### src/rtl/gpio_ctrl_pkg.sv
// Shared constants for the GPIO controller: register word indices and bus data width.
package gpio_ctrl_pkg;

    localparam int GPIO_DATA_W = 32;

    localparam logic [2:0] GPIO_REG_DOUT     = 3'd0;
    localparam logic [2:0] GPIO_REG_OE       = 3'd1;
    localparam logic [2:0] GPIO_REG_DIN      = 3'd2;
    localparam logic [2:0] GPIO_REG_RISE_IE  = 3'd3;
    localparam logic [2:0] GPIO_REG_FALL_IE  = 3'd4;
    localparam logic [2:0] GPIO_REG_EVENT    = 3'd5;
    localparam logic [2:0] GPIO_REG_DOUT_SET = 3'd6;
    localparam logic [2:0] GPIO_REG_DOUT_CLR = 3'd7;

endpackage

### src/rtl/gpio_in_sync.sv
// Pad input conditioning: two-flop synchroniser followed by a history flop for edge detection.
module gpio_in_sync #(
    parameter int W = 8
) (
    input  logic         clk,
    input  logic         reset_,
    input  logic [W-1:0] din_i,
    output logic [W-1:0] sync_o,
    output logic [W-1:0] rise_o,
    output logic [W-1:0] fall_o
);

    logic [W-1:0] s1_q;
    logic [W-1:0] s2_q;
    logic [W-1:0] prev_q;

    always_ff @(posedge clk or negedge reset_) begin
        if (!reset_) begin
            s1_q   <= '0;
            s2_q   <= '0;
            prev_q <= '0;
        end else begin
            s1_q   <= din_i;
            s2_q   <= s1_q;
            prev_q <= s2_q;
        end
    end

    assign sync_o = s2_q;
    assign rise_o = s2_q & ~prev_q;
    assign fall_o = ~s2_q & prev_q;

endmodule

### src/rtl/gpio_ctrl.sv
// Memory-mapped GPIO controller: pin output registers, synchronised inputs and edge interrupts.
module gpio_ctrl
    import gpio_ctrl_pkg::*;
#(
    parameter int NR_GPIOS = 8
) (
    input  logic                   clk,
    input  logic                   reset_,
    input  logic                   cmd_valid,
    output logic                   cmd_ready,
    input  logic                   cmd_wr,
    input  logic [4:0]             cmd_addr,
    input  logic [GPIO_DATA_W-1:0] cmd_wdata,
    output logic                   rsp_valid,
    output logic [GPIO_DATA_W-1:0] rsp_rdata,
    output logic [NR_GPIOS-1:0]    gpio_oe,
    output logic [NR_GPIOS-1:0]    gpio_do,
    input  logic [NR_GPIOS-1:0]    gpio_di,
    output logic                   irq
);

    logic [NR_GPIOS-1:0]    dout_q, dout_d;
    logic [NR_GPIOS-1:0]    oe_q, oe_d;
    logic [NR_GPIOS-1:0]    rise_ie_q, rise_ie_d;
    logic [NR_GPIOS-1:0]    fall_ie_q, fall_ie_d;
    logic [NR_GPIOS-1:0]    event_q, event_d;
    logic [1:0]             arm_q, arm_d;
    logic                   irq_q;
    logic                   rsp_valid_q, rsp_valid_d;
    logic [GPIO_DATA_W-1:0] rsp_rdata_q, rsp_rdata_d;

    logic [NR_GPIOS-1:0]    din_sync, din_rise, din_fall;
    logic [NR_GPIOS-1:0]    wdat, w1c, new_ev, rd_pins;
    logic [2:0]             idx;
    logic                   wr_en, rd_en, armed;
    logic                   unused_bits;

    gpio_in_sync #(.W(NR_GPIOS)) u_in_sync (
        .clk    (clk),
        .reset_ (reset_),
        .din_i  (gpio_di),
        .sync_o (din_sync),
        .rise_o (din_rise),
        .fall_o (din_fall)
    );

    assign cmd_ready   = 1'b1;
    assign unused_bits = ^{cmd_addr[1:0], cmd_wdata};

    always_comb begin
        wr_en     = cmd_valid & cmd_ready & cmd_wr;
        rd_en     = cmd_valid & cmd_ready & ~cmd_wr;
        idx       = cmd_addr[4:2];
        wdat      = cmd_wdata[NR_GPIOS-1:0];
        dout_d    = dout_q;
        oe_d      = oe_q;
        rise_ie_d = rise_ie_q;
        fall_ie_d = fall_ie_q;
        w1c       = '0;

        if (wr_en) begin
            case (idx)
                GPIO_REG_DOUT:     dout_d    = wdat;
                GPIO_REG_OE:       oe_d      = wdat;
                GPIO_REG_RISE_IE:  rise_ie_d = wdat;
                GPIO_REG_FALL_IE:  fall_ie_d = wdat;
                GPIO_REG_EVENT:    w1c       = wdat;
                GPIO_REG_DOUT_SET: dout_d    = dout_q | wdat;
                GPIO_REG_DOUT_CLR: dout_d    = dout_q & ~wdat;
                default:           ;
            endcase
        end

        // Pins already high at reset release would otherwise look like a rising edge.
        armed   = (arm_q == 2'd3);
        arm_d   = armed ? arm_q : arm_q + 2'd1;
        new_ev  = armed ? ((din_rise & rise_ie_q) | (din_fall & fall_ie_q)) : '0;
        event_d = (event_q & ~w1c) | new_ev;

        case (idx)
            GPIO_REG_DOUT:    rd_pins = dout_q;
            GPIO_REG_OE:      rd_pins = oe_q;
            GPIO_REG_DIN:     rd_pins = din_sync;
            GPIO_REG_RISE_IE: rd_pins = rise_ie_q;
            GPIO_REG_FALL_IE: rd_pins = fall_ie_q;
            GPIO_REG_EVENT:   rd_pins = event_q;
            default:          rd_pins = '0;
        endcase

        rsp_valid_d = rd_en;
        rsp_rdata_d = '0;
        if (rd_en) begin
            rsp_rdata_d[NR_GPIOS-1:0] = rd_pins;
        end
    end

    always_ff @(posedge clk or negedge reset_) begin
        if (!reset_) begin
            dout_q      <= '0;
            oe_q        <= '0;
            rise_ie_q   <= '0;
            fall_ie_q   <= '0;
            event_q     <= '0;
            arm_q       <= '0;
            irq_q       <= 1'b0;
            rsp_valid_q <= 1'b0;
            rsp_rdata_q <= '0;
        end else begin
            dout_q      <= dout_d;
            oe_q        <= oe_d;
            rise_ie_q   <= rise_ie_d;
            fall_ie_q   <= fall_ie_d;
            event_q     <= event_d;
            arm_q       <= arm_d;
            irq_q       <= |event_d;
            rsp_valid_q <= rsp_valid_d;
            rsp_rdata_q <= rsp_rdata_d;
        end
    end

    assign gpio_do   = dout_q;
    assign gpio_oe   = oe_q;
    assign irq       = irq_q;
    assign rsp_valid = rsp_valid_q;
    assign rsp_rdata = rsp_rdata_q;

endmodule

### config.mk
export PLATFORM = sky130hd
export DESIGN_NAME = gpio_ctrl
export DESIGN_NICKNAME = d
export VERILOG_FILES = /design/src/rtl/gpio_ctrl_pkg.sv /design/src/rtl/gpio_in_sync.sv /design/src/rtl/gpio_ctrl.sv
export SDC_FILE = /design/constraint.sdc
export NUM_CORES = 1
export LEC_CHECK = 0
export BUFFER_PORTS_ARGS = -buffer_cell sky130_fd_sc_hd__buf_2
export CORE_MARGIN = 1.5
export CORE_UTILIZATION = 25
export CTS_BUF_LIST = sky130_fd_sc_hd__clkbuf_8 sky130_fd_sc_hd__clkbuf_16
export DETAILED_ROUTE_END_ITERATION = 10
export GPL_TIMING_DRIVEN = 0
export PLACE_DENSITY_LB_ADDON = 0.12
export SYNTH_ARGS = -nofsm -noshare
export SYNTH_HDL_FRONTEND = slang
export SYNTH_SLANG_ARGS = --single-unit
### constraint.sdc
create_clock -name clk -period 4.81 [get_ports clk]
set_clock_uncertainty 0.15 [all_clocks]
set_input_delay 0.962 -clock clk [delete_from_list [all_inputs] [get_ports clk]]
set_output_delay 0.962 -clock clk [all_outputs]
set_load 0.005 [all_outputs]
==> run_results.csv <==
group,metric,value,unit
timing,max_freq,0.4100,GHz
floorplan,die_w,122.3,um
setup_path,critPathMaxStageDelay,0.53,ns
synthesis,ys_ff_latch,76,
clock_network,cts_num_sinks,76,
synthesis,synth_mux_area_share,13.23,%
synthesis,async_flop_share,100.0,%
route,vias,2617,
synthesis,synthAdderAreaFrac,0.3519,%
global_routing,grt_pass1_wl,14890,um
global_routing,grt_pass1_vias,2481,
placed_design,dp_hpwl,6583,um
setup_path,path_buf_inv,2,
synthesis,syn_area_per_cell,11.70,um2
synthesis,synth_commonest_cells,"dfrtp_1, buf_4, mux2_2",
worst_hold_path,min_from,"u_in_sync.s1_q[4]",
pwr,ir_worst_vdd,0.1537,mV
synthesis,synth.most_common_cell,"dfrtp_1",
setup_path,crit_family,"compound AO/OA/AOI/OAI gates",
synthesis,ys_types,40,
setup_path,worstPathRequired,4.82,ns
route,finalWirelength,9817,um
finish,regArea,1902,um2
floorplan,start_util,25.62,%
pwr,leakage,2.050,nW
synthesis,syn_area,3556,um2
finish,post-route-util,31.73,%
finish,area_growth,23.86,%
setup_path,end_kind,"register",
global_routing,overflow,0,
clock_network,cts.htree.levels,3,
synthesis,synth-simple-area-share,9.571,%
clock_network,numCtsBuffers,9,
synthesis,ys_seq_area_share,53.48,%
synthesis,synth_top_area_cell,"dfrtp_1",
synthesis,synth_xor_area_share,0.2463,%
setup_path,crit-reg2reg-launch,"arm_q[0]",
setup_path,critPathArrivalTime,2.44,ns
clock_network,tritoncts,"done",
route,ant_nets,0,
route,vias_per_cell,4.591,
floorplan,pin_count,100,
setup_path,path_max_fanout,9,
timing,hold_viol,0,
finish,n_antenna_cell,0,
synthesis,ys.warnings.count,0,
setup_path,cpMaxStageDelayCell,"a2111oi_0",
pwr,p_per_area,370.9,nW/um2
route,wl_per_cell,17.22,um
floorplan,coreArea,13880,um2
global_routing,antenna_found_initial,0,
timing,fin_ws,2.371,ns
clock_network,post_cts_resized,0,
synthesis,synth_top_area_share,53.48,%
floorplan,dieArea,14950,um2
timing,slew_headroom,43.70,%
synthesis,syn_inst,304,
global_routing,grt_max_degree,52,
setup_path,cp-start-kind,"input port",
timing,tightestPinTransition,0.8383,ns
clock_network,clk_latency,0.34,ns
clock_network,post_cts_buffers,0,
placed_design,gp_congestion,0.7829,
floorplan,rows,43,
timing,finalSetupViolations,0,
finish,num-fill-cells,1450,
route,dr.pass1.iters,4,
timing,finalCritPeriodShare,50.70,%
clock_network,ctsLongestPathBuffers,2,
outcome,status,"complete, no violations",
setup_path,cp_cell_sequence,"buf_2, and4b_1, buf_6, a31oi_1, a2111oi_0, nand4_1",
synthesis,synth_edf_count,0,
clock_network,cts-root-buf,"clkbuf_16",
clock_network,ctsHoldBuffers,0,
route,drc,0,
setup_path,crit_type,"input port to register",
synthesis,synth_top_family_by_area,"compound AO/OA/AOI/OAI gates",
route,drt_iter0_drc,147,
timing,rsz0062_at_grt,"false",
placed_design,dp_slack,1.963,ns
placed_design,io_buffers,47,
timing,maxSlewViolCount,0,
finish,layout-drive-gt1-share,34.10,%
clock_network,clk_pin_slew_worst_paths,0.05,ns
timing,fin_crit,2.439,ns
synthesis,synth_compound_area_share,14.14,%
setup_path,cp-startpoint,"cmd_addr[3]",
synthesis,synth.area.top_cells,"dfrtp_1, mux2_2, buf_4, a221oi_1, mux2_4",
timing,setup_tns,0,ns
floorplan,die_h,122.3,um
synthesis,synth_ff_type,"dfrtp_1",
finish,multi_input_area,1429,um2
job,drv_cap,0,
global_routing,grt_usage,14.00,%
finish,fin_nets,436,
worst_hold_path,holdCritPathClass,"register to register",
registers in the layout, summed over array words and instances, names as in the netlist, 2 cells and up:
register          count
u_in_sync.sync_o      8
u_in_sync.prev_q      8
rise_ie_q             8
fall_ie_q             8
arm_q                 2
rsp_rdata             8
gpio_do               8
u_in_sync.s1_q        8
gpio_oe               8
event_q               8
final cells by class:
class	count	area share, %
Buffer	41	6.136
Clock buffer	11	5.739
Clock inverter	4	0.4261
Inverter	11	0.9375
Multi-Input combinational cell	199	32.44
Sequential cell	76	43.18
Tap cell	180	5.114
Timing Repair Buffer	48	6.023
cell families (layout without fill, tap and decap cells):
group | Yosys count | after routing
adder cells (fa/ha/maj) | 1 | 1
AND/OR/NAND/NOR | 59 | 59
multiplexers | 40 | 40
buffers and inverters | 52 | 115
XOR/XNOR | 1 | 1
flip-flops | 76 | 76
AO/OA/AOI/OAI | 73 | 73
other | 2 | 25
power by group:
part | switching (mW) | internal, mW
Sequential | 0.0530 | 0.713
Clock | 0.247 | 0.368
Combinational | 0.119 | 0.132
per-stage QoR:
| step | hold WS, ns | instance area (um2) | cells | power, mW |
|---|---|---|---|---|
| after global placement | 0.1823 | 4103 | 554 | 1.025 |
| after global routing | 0.2081 | 4404 | 570 | 1.734 |
| after detailed placement | 0.1855 | 4133 | 555 | 1.031 |
| final | 0.1960 | 4404 | 570 | 1.633 |
| after floorplan | 0.1812 | 3642 | 327 | 0.9270 |
| after CTS | 0.1982 | 4404 | 570 | 1.665 |
worst register-to-register path, stage by stage, from the launching register on:
cell and delay, ns:
dfrtp_1 0.40, ha_1 0.29, clkbuf_1 0.29, a2111oi_0 0.60, nand4_1 0.24
metal layers:
| metal | share of wire [%] | up-vias | track usage [%] | wire length [um] |
|---|---|---|---|---|
| li1 | - | 1231 | - | - |
| met1 | 47 | 1300 | 19.75 | 4631 |
| met2 | 45 | 76 | 20.50 | 4427 |
| met3 | 6.2 | 10 | 3.857 | 604 |
| met4 | 1.6 | 0 | 5.015 | 154 |
| met5 | 0 | - | 0 | 0 |
path summary, 6_finish.rpt:
kind	endpoint	slack [ns]	depth (start not counted)
worst max-delay path	irq	2.37	6
worst min-delay path	u_in_sync.sync_o[4]	0.20	0
worst max register to register	irq	2.65	4
worst min register to register	u_in_sync.sync_o[4]	0.20	0
max in group asynchronous	rise_ie_q[2]	3.53	2
min in group asynchronous	rsp_rdata[5]	0.39	1
cells in the final DEF (no fill, tap or decap), types with 3 or more instances in the layout:
cell,instances
a2111oi_0,4
a211oi_1,5
a21boi_0,4
a21o_1,4
a21oi_1,14
a221oi_1,14
a22oi_1,3
a31oi_1,8
buf_2,52
buf_4,26
clkbuf_1,8
clkbuf_16,9
conb_1,25
dfrtp_1,76
inv_1,14
mux2_2,24
mux2_4,8
mux2i_1,8
nand2_1,21
nand3b_1,12
nor2_1,8
o21ai_0,6
o22ai_1,8
or2_2,4
(Power assumes the default switching activity.)
